`src/rtl/m2_sram_arbiter.sv`:
```
// rtl/m2_sram_arbiter.sv - two-requester (fetch read / write-back) single-port SRAM arbiter
module m2_sram_arbiter #(
    parameter int READ_LATENCY = 2,
    parameter int MAX_BURST    = 64
) (
    input  logic        Clock,
    input  logic        Resetn,
    input  logic        FS_req,
    input  logic        FS_last,
    input  logic [17:0] FS_address,
    output logic        FS_grant,
    output logic        FS_rd_valid,
    output logic [15:0] FS_rd_data,
    input  logic        WS_req,
    input  logic        WS_last,
    input  logic [17:0] WS_address,
    input  logic [15:0] WS_write_data,
    output logic        WS_grant,
    output logic [17:0] SRAM_address,
    output logic [15:0] SRAM_write_data,
    output logic        SRAM_we_n,
    input  logic [15:0] SRAM_read_data,
    output logic        busy
);

    typedef enum logic [1:0] {IDLE, GRANT_FS, GRANT_WS, TURN} state_t;

    state_t              state_q;
    logic                ready_q;
    logic                last_ws_q;
    logic                fs_grant_q;
    logic                ws_grant_q;
    logic                we_n_q;
    logic [17:0]         addr_q;
    logic [15:0]         wdata_q;
    logic [6:0]          count_q;
    logic [6:0]          count_d;
    logic [READ_LATENCY:0] tag_q;

    logic fs_beat;
    logic ws_beat;
    logic beat;
    logic other_req;
    logic cur_last;
    logic burst_end;
    logic pick_fs;
    logic arb_go;

    always_comb begin
        fs_beat   = fs_grant_q & FS_req;
        ws_beat   = ws_grant_q & WS_req;
        beat      = fs_beat | ws_beat;
        other_req = fs_grant_q ? WS_req : FS_req;
        cur_last  = fs_grant_q ? FS_last : WS_last;
        count_d   = (beat && count_q != 7'h7f) ? count_q + 7'd1 : count_q;
        // Preemption can also fire on a stall once the beat limit has been reached.
        burst_end = (fs_grant_q | ws_grant_q) &
                    ((beat & cur_last) | (other_req & (count_d >= 7'(MAX_BURST))));
        pick_fs   = FS_req & (~WS_req | last_ws_q);
        // ready_q delays the first arbitration by one edge after reset release.
        arb_go    = ready_q & (FS_req | WS_req);
    end

    always_ff @(posedge Clock or negedge Resetn) begin
        if (!Resetn) begin
            state_q    <= IDLE;
            ready_q    <= 1'b0;
            last_ws_q  <= 1'b1;
            fs_grant_q <= 1'b0;
            ws_grant_q <= 1'b0;
            we_n_q     <= 1'b1;
            addr_q     <= '0;
            wdata_q    <= '0;
            count_q    <= '0;
            tag_q      <= '0;
        end else begin
            ready_q <= 1'b1;
            tag_q   <= {tag_q[READ_LATENCY-1:0], fs_beat};
            we_n_q  <= ~ws_beat;
            if (fs_beat) begin
                addr_q <= FS_address;
            end else if (ws_beat) begin
                addr_q  <= WS_address;
                wdata_q <= WS_write_data;
            end
            case (state_q)
                IDLE, TURN: begin
                    if (arb_go) begin
                        count_q <= '0;
                        if (pick_fs) begin
                            state_q    <= GRANT_FS;
                            fs_grant_q <= 1'b1;
                        end else begin
                            state_q    <= GRANT_WS;
                            ws_grant_q <= 1'b1;
                        end
                    end else begin
                        state_q <= IDLE;
                    end
                end
                GRANT_FS, GRANT_WS: begin
                    count_q <= count_d;
                    if (burst_end) begin
                        state_q    <= TURN;
                        fs_grant_q <= 1'b0;
                        ws_grant_q <= 1'b0;
                        last_ws_q  <= ws_grant_q;
                    end
                end
                default: begin
                    state_q    <= IDLE;
                    fs_grant_q <= 1'b0;
                    ws_grant_q <= 1'b0;
                end
            endcase
        end
    end

    assign FS_grant        = fs_grant_q;
    assign WS_grant        = ws_grant_q;
    assign SRAM_address    = addr_q;
    assign SRAM_write_data = wdata_q;
    assign SRAM_we_n       = we_n_q;
    assign FS_rd_valid     = tag_q[READ_LATENCY];
    assign FS_rd_data      = SRAM_read_data;
    assign busy            = (state_q != IDLE) | (|tag_q);

endmodule

```
`config.mk`:
```
export PLATFORM = sky130hd
export DESIGN_NAME = m2_sram_arbiter
export DESIGN_NICKNAME = d
export VERILOG_FILES = /design/src/rtl/m2_sram_arbiter.sv
export SDC_FILE = /design/constraint.sdc
export NUM_CORES = 1
export LEC_CHECK = 0
export ABC_CLOCK_PERIOD_IN_PS = 2140
export CAP_MARGIN = 25
export CORE_MARGIN = 1.5
export CORE_UTILIZATION = 39
export DETAILED_ROUTE_END_ITERATION = 8
export PLACE_DENSITY = 0.8
export SLEW_MARGIN = 20
export SYNTH_ARGS = -nofsm -noshare
export SYNTH_HDL_FRONTEND = slang
export SYNTH_SLANG_ARGS = --single-unit
export TNS_END_PERCENT = 50
```
`constraint.sdc`:
```
create_clock -name Clock -period 2.14 [get_ports Clock]
set_input_delay 0.321 -clock Clock [delete_from_list [all_inputs] [get_ports Clock]]
set_output_delay 0.321 -clock Clock [all_outputs]
set_load 0.05 [all_outputs]
```
After elaboration in Yosys (flattened, before gate mapping)
Cells that the tools add are included.
- multiplexer cells: 18
- equality and inequality tests: 8
- $mul: 0
- shift operators: 0
- bitwise logic cells: 16
- order comparisons: 1
- reduce and logical (&&, ||, !) cells: 11
- $add $sub $neg: 1
- divide/modulo/power cells: 0
- operator list (operator ; count):
    18-bit two-way mux ; 2
    7-bit two-way mux ; 2
    7-bit case mux with 2 select lines ; 1
    2-bit inequality test, second input constant ; 4
    7-bit by 1-bit adder with 7-bit output, second input constant ; 1
    1-bit AND ; 7
    7-bit >= comparator, second input constant ; 1
    1-bit two-way mux ; 7
    7-bit inequality test, second input constant ; 1
    2-bit two-way mux ; 3
    1-bit bitwise OR ; 6
    3-bit AND reduction ; 2
    2-bit equality test, second input constant ; 2
    1-bit case mux with 2 select lines ; 2
    2-bit case mux with 2 select lines ; 1
    2-bit AND reduction ; 2
    2-bit nonzero test ; 2
    2-bit OR reduction ; 2
    1-bit NOT ; 3
    3-bit OR reduction ; 1
    2-bit by 1-bit equality test with 1-bit output, second input constant ; 1
    2-bit zero test ; 1
    1-bit logical AND ; 1
- register bits after elaboration: 51
- memory bits (read-only): 0
- logic and storage cells: 65
- output and inout bits: 55
- bits in latches: 0
- memories kept: 0
- bits of input ports: 74
- memory bits (writable): 0

Depth between registers and ports, before layout
Gate-level depths: netlist of run 1.
- depth in word-level cells: 10
- mapped depth: 6
- mapped depth without buffers: 6

Least setup slack after synthesis of run 1
Ideal clock, no wire load.
- kind: reg2reg
- from: reg fs_grant_q, in the netlist FS_grant
- to: reg wdata_q[0], in the netlist SRAM_write_data[0]
- setup slack: 0.265 ns
- clock period less this slack: 1.875 ns
- data required time: 2.015 ns
- library setup time: 0.125 ns
- path buffers: 3
- cell stages (with the launch flop): 7
- arrival time: 1.750 ns
- cell sequence: dfrtp_1 buf_2 and2_1 buf_6 nor2_4 buf_6 mux2_2
- cells in the longest elaborated chain, start to end: 3
- RTL lines (element ; line ; source):
    start: declaration ; 31 ; logic fs_grant_q;
    start signal: assignment ; 69 ; fs_grant_q <= 1'b0;
    start signal: assignment ; 92 ; fs_grant_q <= 1'b1;
    start signal: assignment ; 105 ; fs_grant_q <= 1'b0;
    1-bit AND ; 50 ; fs_beat = fs_grant_q & FS_req;
    1-bit NOT (no source line) ; n/a ;
    2-bit AND reduction (no source line) ; n/a ;
    end signal: assignment ; 84 ; wdata_q <= WS_write_data;
    end: declaration ; 35 ; logic [15:0] wdata_q;
No other way between the ends.
A chain may end at the register's enable or synchronous reset.

Final worst setup path of run 1
- from: reg fs_grant_q, in the netlist FS_grant
- to: out FS_grant
- RTL lines (element ; line ; source):
    end: declaration ; 11 ; output logic FS_grant,
No word-level cell between the ends.

==> impl_results.md, run 1 <==
- F_max: 492 MHz
- Max Transition Viols Final: 0
- Synth top area cells: dfrtp_1 (51%), mux2i_1 (8.7%), mux2_2 (7.4%)
- Die ar.: 6690 µm²
- Clock-pin slew on the worst setup and hold paths: 0.09 ns
- Post CTS Setup Buffer Count: 0
- Total power: 5.04 mW
- Combinational share of power: 55.6%
- Post-synth ARST share: 100%
- Routed vias: 1796
- Rel. slew slack: 55.6%
- Initial core utilization: 40.7%
- Clk_skew: 0.00494 ns
- Commonest cells in the netlist: dfrtp_1 (49), nand2_1 (27), o21ai_0 (22)
- Max clock buf depth: 2
- Register area share after synthesis: 52.8%
- Reg power frac: 31.0%
- Startpoint Class: flop
- Internal power: 2.77 mW
- Number of global-route vias before repair: 1738
- Clk_lat worst skew: 0.30 ns
- Most common cell in the netlist: dfrtp_1
- Synth Cell Area: 2420 µm²
- Cell taking the most area after synthesis: dfrtp_1
- CTS resizes: 0
- First-pass GRT wire length: 8.28 mm
- Initial antenna violation count: 0
- Clock buffer count from CTS: 5
- I/O pins: 129
- H-tree depth: 2
- Tightest Pin Transition: 0.659 ns
- Antenna-violating nets left: 0
- Die width: 81.8 µm
- Top_reg_cell synth: dfrtp_1
- Fin crit share: 95.0%
- DRC Markers: 0
- Drt initial violations: 76
- Count of cell types in the netlist: 37
- Min-Delay Path Class: primary input to async pin
- RSZ-0062 raised after global routing: false
- CP max stage delay: 0.89 ns
- PwrDens: 1460 nW/µm²
- Critical path's top delay family: buffers and inverters
- Number of I/O port buffers: 96
- Core area: 5960 µm²
- Max-cap viol count: 0
- Drt pass-1 iters: 4
- Worst Path Class, Setup: flop to output pin
- Critical path buffer and inverter count: 1
- TritonCTS clock tree: done
- Average wire per standard cell: 14.7 µm
- Synthesized area per cell: 11.5 µm²
- Post-Route WL: 5.41 mm
- Data arrival, critical path: 1.71 ns
- Switching share of power: 45.2%
- Final worst slack: 0.107 ns
- Post-synth EDFFs: 0
- Global route total overflow: 0
- Yosys Warn Count: 0
- Vias per cell: 4.87
- Setup_tns: 0 ns
- Post-synth top area share: 50.6%
- Max IR drop VDD: 953 µV
- Critical Path RT: 1.82 ns
- CTS sink cnt: 51
- Static leakage: 1.49 nW
- Final setup vio count: 0
- Layout cell share with drive strength beyond 1: 12.9%
- Fill cells: 509
- Cts hold-fix bufs: 0
- Total GRT Usage: 16.2%
- Number of synthesized register bits: 51
- CP max stage cell: clkdlybuf4s50_1
- Clock network power share: 13.4%
- Period minus WS final: 2.03 ns
- Die Y: 81.8 µm
- Clk root buf: clkbuf_8
- Place WS: 0.105 ns
- Psw: 2.28 mW
- Critical path cell sequence: clkdlybuf4s50_1
- Mapped Cells: 211
- Min Hold Slack: 0.00496 ns
- Core Util, Final: 57.9%
- Mapped Nets: 287
- N_diodes: 0
- Final Hold Viols: 0
- Routability cong.: 0.857
- Core Rows: 28
- Pin count of the biggest net entering global routing: 38
- Status: finished clean
- Nets: 369
- Critical path capture point type: output pin
- Area delta synth->final: 42.3%
- CP Max Fanout: 10
- Post-DP HPWL: 4.03 mm
-- sequential cells by signal, indices dropped and copies added (netlist names) --
name	flops
WS_grant	1
SRAM_address	18
ready_q	1
FS_grant	1
SRAM_write_data	16
SRAM_we_n	1
state_q	2
last_ws_q	1
count_q	7
tag_q	3
-- cell usage in the layout, fill, tap and decap left out, types with 3 or more instances in the layout --
cell type and instances:
nand3_1 5, mux2_2 16, o31ai_1 3, nand2_1 27
clkdlybuf4s50_1 94, buf_4 4, clkbuf_8 6, o21ai_0 22
o211ai_1 5, inv_1 5, mux2i_1 21, dfrtp_1 49
nor2_1 4, o21a_1 4
-- cell families (layout without fill, tap and decap cells) --
group	Yosys count	count (layout)	share of synthesized area, %
flops	51	51	52.8
simple gates	46	46	8.88
compound gates	44	44	12.7
mux	37	37	16.1
buf+inv	30	113	8.32
fa+ha+maj	2	2	1.03
other cells	1	1	0.155
-- metrics by stage --
stage          cells  area (µm²)
3_3_place_gp     361        3330
6_report         369        3450
3_5_place_dp     361        3330
2_1_floorplan    211        2420
5_1_grt          369        3450
4_1_cts          369        3450
-- power by group through the flow --
stage               logic [mW]  clock network (mW)  registers, mW
detailed placement        2.82                   0           1.59
CTS                       2.83               0.704           1.57
floorplan                0.929                   0           2.63
finish                    2.80               0.677           1.56
global route              2.95               0.748           1.62
global placement          2.78                   0           1.57
-- final timing paths --
kind                             from                   to  slack (ns)  depth (start not counted)
setup reg to reg           state_q[0]           count_q[2]        0.39                          6
setup / recovery             FS_grant             FS_grant        0.11                          1
hold / removal                 Resetn             WS_grant       0.005                          1
min in group Clock           tag_q[0]             tag_q[1]        0.38                          0
hold reg to reg              tag_q[0]             tag_q[1]        0.38                          0
max in group asynchronous      Resetn  SRAM_write_data[14]        1.58                          2
-- metal layers --
layer | GRT usage, % | wire, µm
met5 | 0 | 0
met2 | 28.4 | 2610
met1 | 19.2 | 2220
met3 | 4.33 | 484
met4 | 5.42 | 89
-- cell type report --
type                            count  area, µm²  area share, %
Clock inverter                      2       35.0           1.02
Sequential cell                    51       1280           37.1
Timing Repair Buffer              100        996           28.9
Inverter                            5       18.8          0.544
Clock buffer                        6       82.6           2.40
Multi-Input combinational cell    130        942           27.3
Tap cell                           75       93.8           2.72
(Power assumes the default switching activity.)
==> run 2: changes to the inputs <==
Settings changed: GPL_TIMING_DRIVEN set to 0.
==> run 2 against run 1 <==
Against the previous run: first-iteration DRC count is 53% higher; final cell count is 10% higher; die area stayed put; worst hold slack better by 0.029 ns; flip-flop and latch count stayed put; setup slack better by 0.030 ns; sequential power hardly changed; routed wire length is 7.9% higher; combinational power is 7% higher; largest cell class is now non-clock buffers; clock power is 18% lower; critical path type unchanged; global-route usage is 1.4 points higher.
==> impl_results.md, run 2 (synthesized netlist as in run 1, its figures left out) <==
- Status: finished clean
- Min Hold Slack: 0.0338 ns
- Critical path capture point type: output pin
- Largest register FFs: 18
- Average wire per standard cell: 14.4 µm
- R2R Path Start: state_q[0]
- Vias per cell: 4.97
- Static leakage: 1.62 nW
- Clock-pin slew on the worst setup and hold paths: 0.09 ns
- Nets: 406
- Critical path cell sequence: inv_1, ha_1, or4b_2, buf_2
- Stages on the worst setup path: 4
- Final Hold Viols: 0
- Setup_tns: 0 ns
- Routability cong.: 0.817
- Worst Setup EP: busy
- Cts hold-fix bufs: 0
- Critical path buffer and inverter count: 2
- RSZ-0062 raised after global routing: false
- Total GRT Usage: 17.6%
- H-tree depth: 2
- Clk_skew: 0.0117 ns
- First-pass GRT wire length: 9.03 mm
- Core area: 5960 µm²
- CTS sink cnt: 51
- Initial antenna violation count: 0
- Pin count of the biggest net entering global routing: 52
- Clk root buf: clkbuf_8
- Period minus WS final: 2.00 ns
- Tightest Pin Transition: 0.639 ns
- Die width: 81.8 µm
- Antenna-violating nets left: 0
- Die ar.: 6690 µm²
- Post-DP HPWL: 4.42 mm
- Global route total overflow: 0
- CP max stage delay: 0.57 ns
- Critical path's top delay family: simple AND/OR/NAND/NOR gates
- Post-Route WL: 5.84 mm
- I/O pins: 129
- N_diodes: 0
- Number of global-route vias before repair: 2139
- Core Rows: 28
- Most frequent cells in the layout: clkdlybuf4s50_1 (110), dfrtp_1 (49), nand2_1 (27)
- Startpoint Class: flop
- Seq. cell area: 1280 µm²
- Min-Delay Path Class: primary input to async pin
- Register-to-Register Setup Slack: 0.38 ns
- F_max: 499 MHz
- Total power: 5.08 mW
- Number of I/O port buffers: 112
- Max clock buf depth: 2
- Worst Path Class, Setup: flop to output pin
- Data arrival, critical path: 1.68 ns
- Clock buffer count from CTS: 5
- Most common cell after layout, fill and taps aside: clkdlybuf4s50_1
- Area delta synth->final: 53.4%
- Max IR drop VDD: 1070 µV
- Clk_lat worst skew: 0.31 ns
- Layout cell share with drive strength beyond 1: 16.6%
- TritonCTS clock tree: done
- PwrDens: 1370 nW/µm²
- Critical R2R Capture: count_q[2]
- Rel. slew slack: 57.4%
- Footprint of the multi-input gates: 942 µm²
- Routed vias: 2018
- CP max stage cell: or4b_2
- Max-cap viol count: 0
- Die Y: 81.8 µm
- Fin crit share: 93.6%
- Final setup vio count: 0
- Drt pass-1 iters: 4
- Max Transition Viols Final: 0
- DRC Markers: 0
- Initial core utilization: 40.7%
- Worst setup path start: state_q[0]
- CP Max Fanout: 2
- Fill cells: 520
- Drt initial violations: 116
- Worst reg-to-reg path cell count: 6
- Critical Path RT: 1.82 ns
run 2: layout make-up:
class,count,area share [%]
sequential,51,34.4
timing repair buffer,112,30.0
multi-input combinational,130,25.4
buffer,25,4.92
tap,75,2.53
clock buffer,6,1.95
inverter,5,0.505
clock inverter,2,0.337
run 2: layer usage:
metal | wire length, µm | part of all wire [%] | vias to the layer above | GRT usage [%]
met5 | 0 | 0 | - | 0
met4 | 76 | 1.3 | 0 | 5.93
met3 | 509 | 8.7 | 8 | 4.78
met2 | 2950 | 51 | 87 | 32.7
met1 | 2300 | 39 | 963 | 19.2
li1 | - | - | 960 | -
run 2: through the flow:
step	worst slack (ns)	cell area (µm²)	instances	util [%]
floorplan	0.265	2420	211	-
global placement	-0.797	3640	398	61.1
detailed placement	-0.0395	3630	398	61.0
CTS	0.117	3710	406	62.4
global route	0.0677	3710	406	62.4
finish	0.138	3710	406	62.4
run 2: worst min path at each step:
| stage | cells after the start | end | from | slack (ns) |
|---|---|---|---|---|
| 5_1_grt | 1 | SRAM_address[11] | Resetn | 0.09 |
| 6_report | 1 | WS_grant | Resetn | 0.03 |
| 3_3_place_gp | 0 | tag_q[2] | tag_q[1] | 0.35 |
| 2_1_floorplan | 0 | FS_grant | Resetn | 0.03 |
| 3_5_place_dp | 0 | tag_q[1] | tag_q[0] | 0.36 |
| 4_1_cts | 1 | SRAM_address[13] | Resetn | 0.06 |
run 2: what timing repair did:
action / CTS / global route
resized for setup: 5 / 0
setup buffers: 0 / 0
setup endpoints to repair: 1 / 0
run 2: where the power goes:
group          internal, mW  switching [mW]  leakage [nW]
logic                  1.12            1.87         0.962
clock network         0.229           0.324        0.0412
registers              1.34           0.201         0.615
total                  2.69            2.39          1.62
run 2: worst reg2reg max path, delay by kind of cell, from the launching register on:
family,cells,cell delay [ns]
AOI/OAI and AO/OA,3,0.55
adders and majority gates,1,0.42
DFF,1,0.33
and+or+nand+nor,1,0.28
buffers and inverters,1,0.05
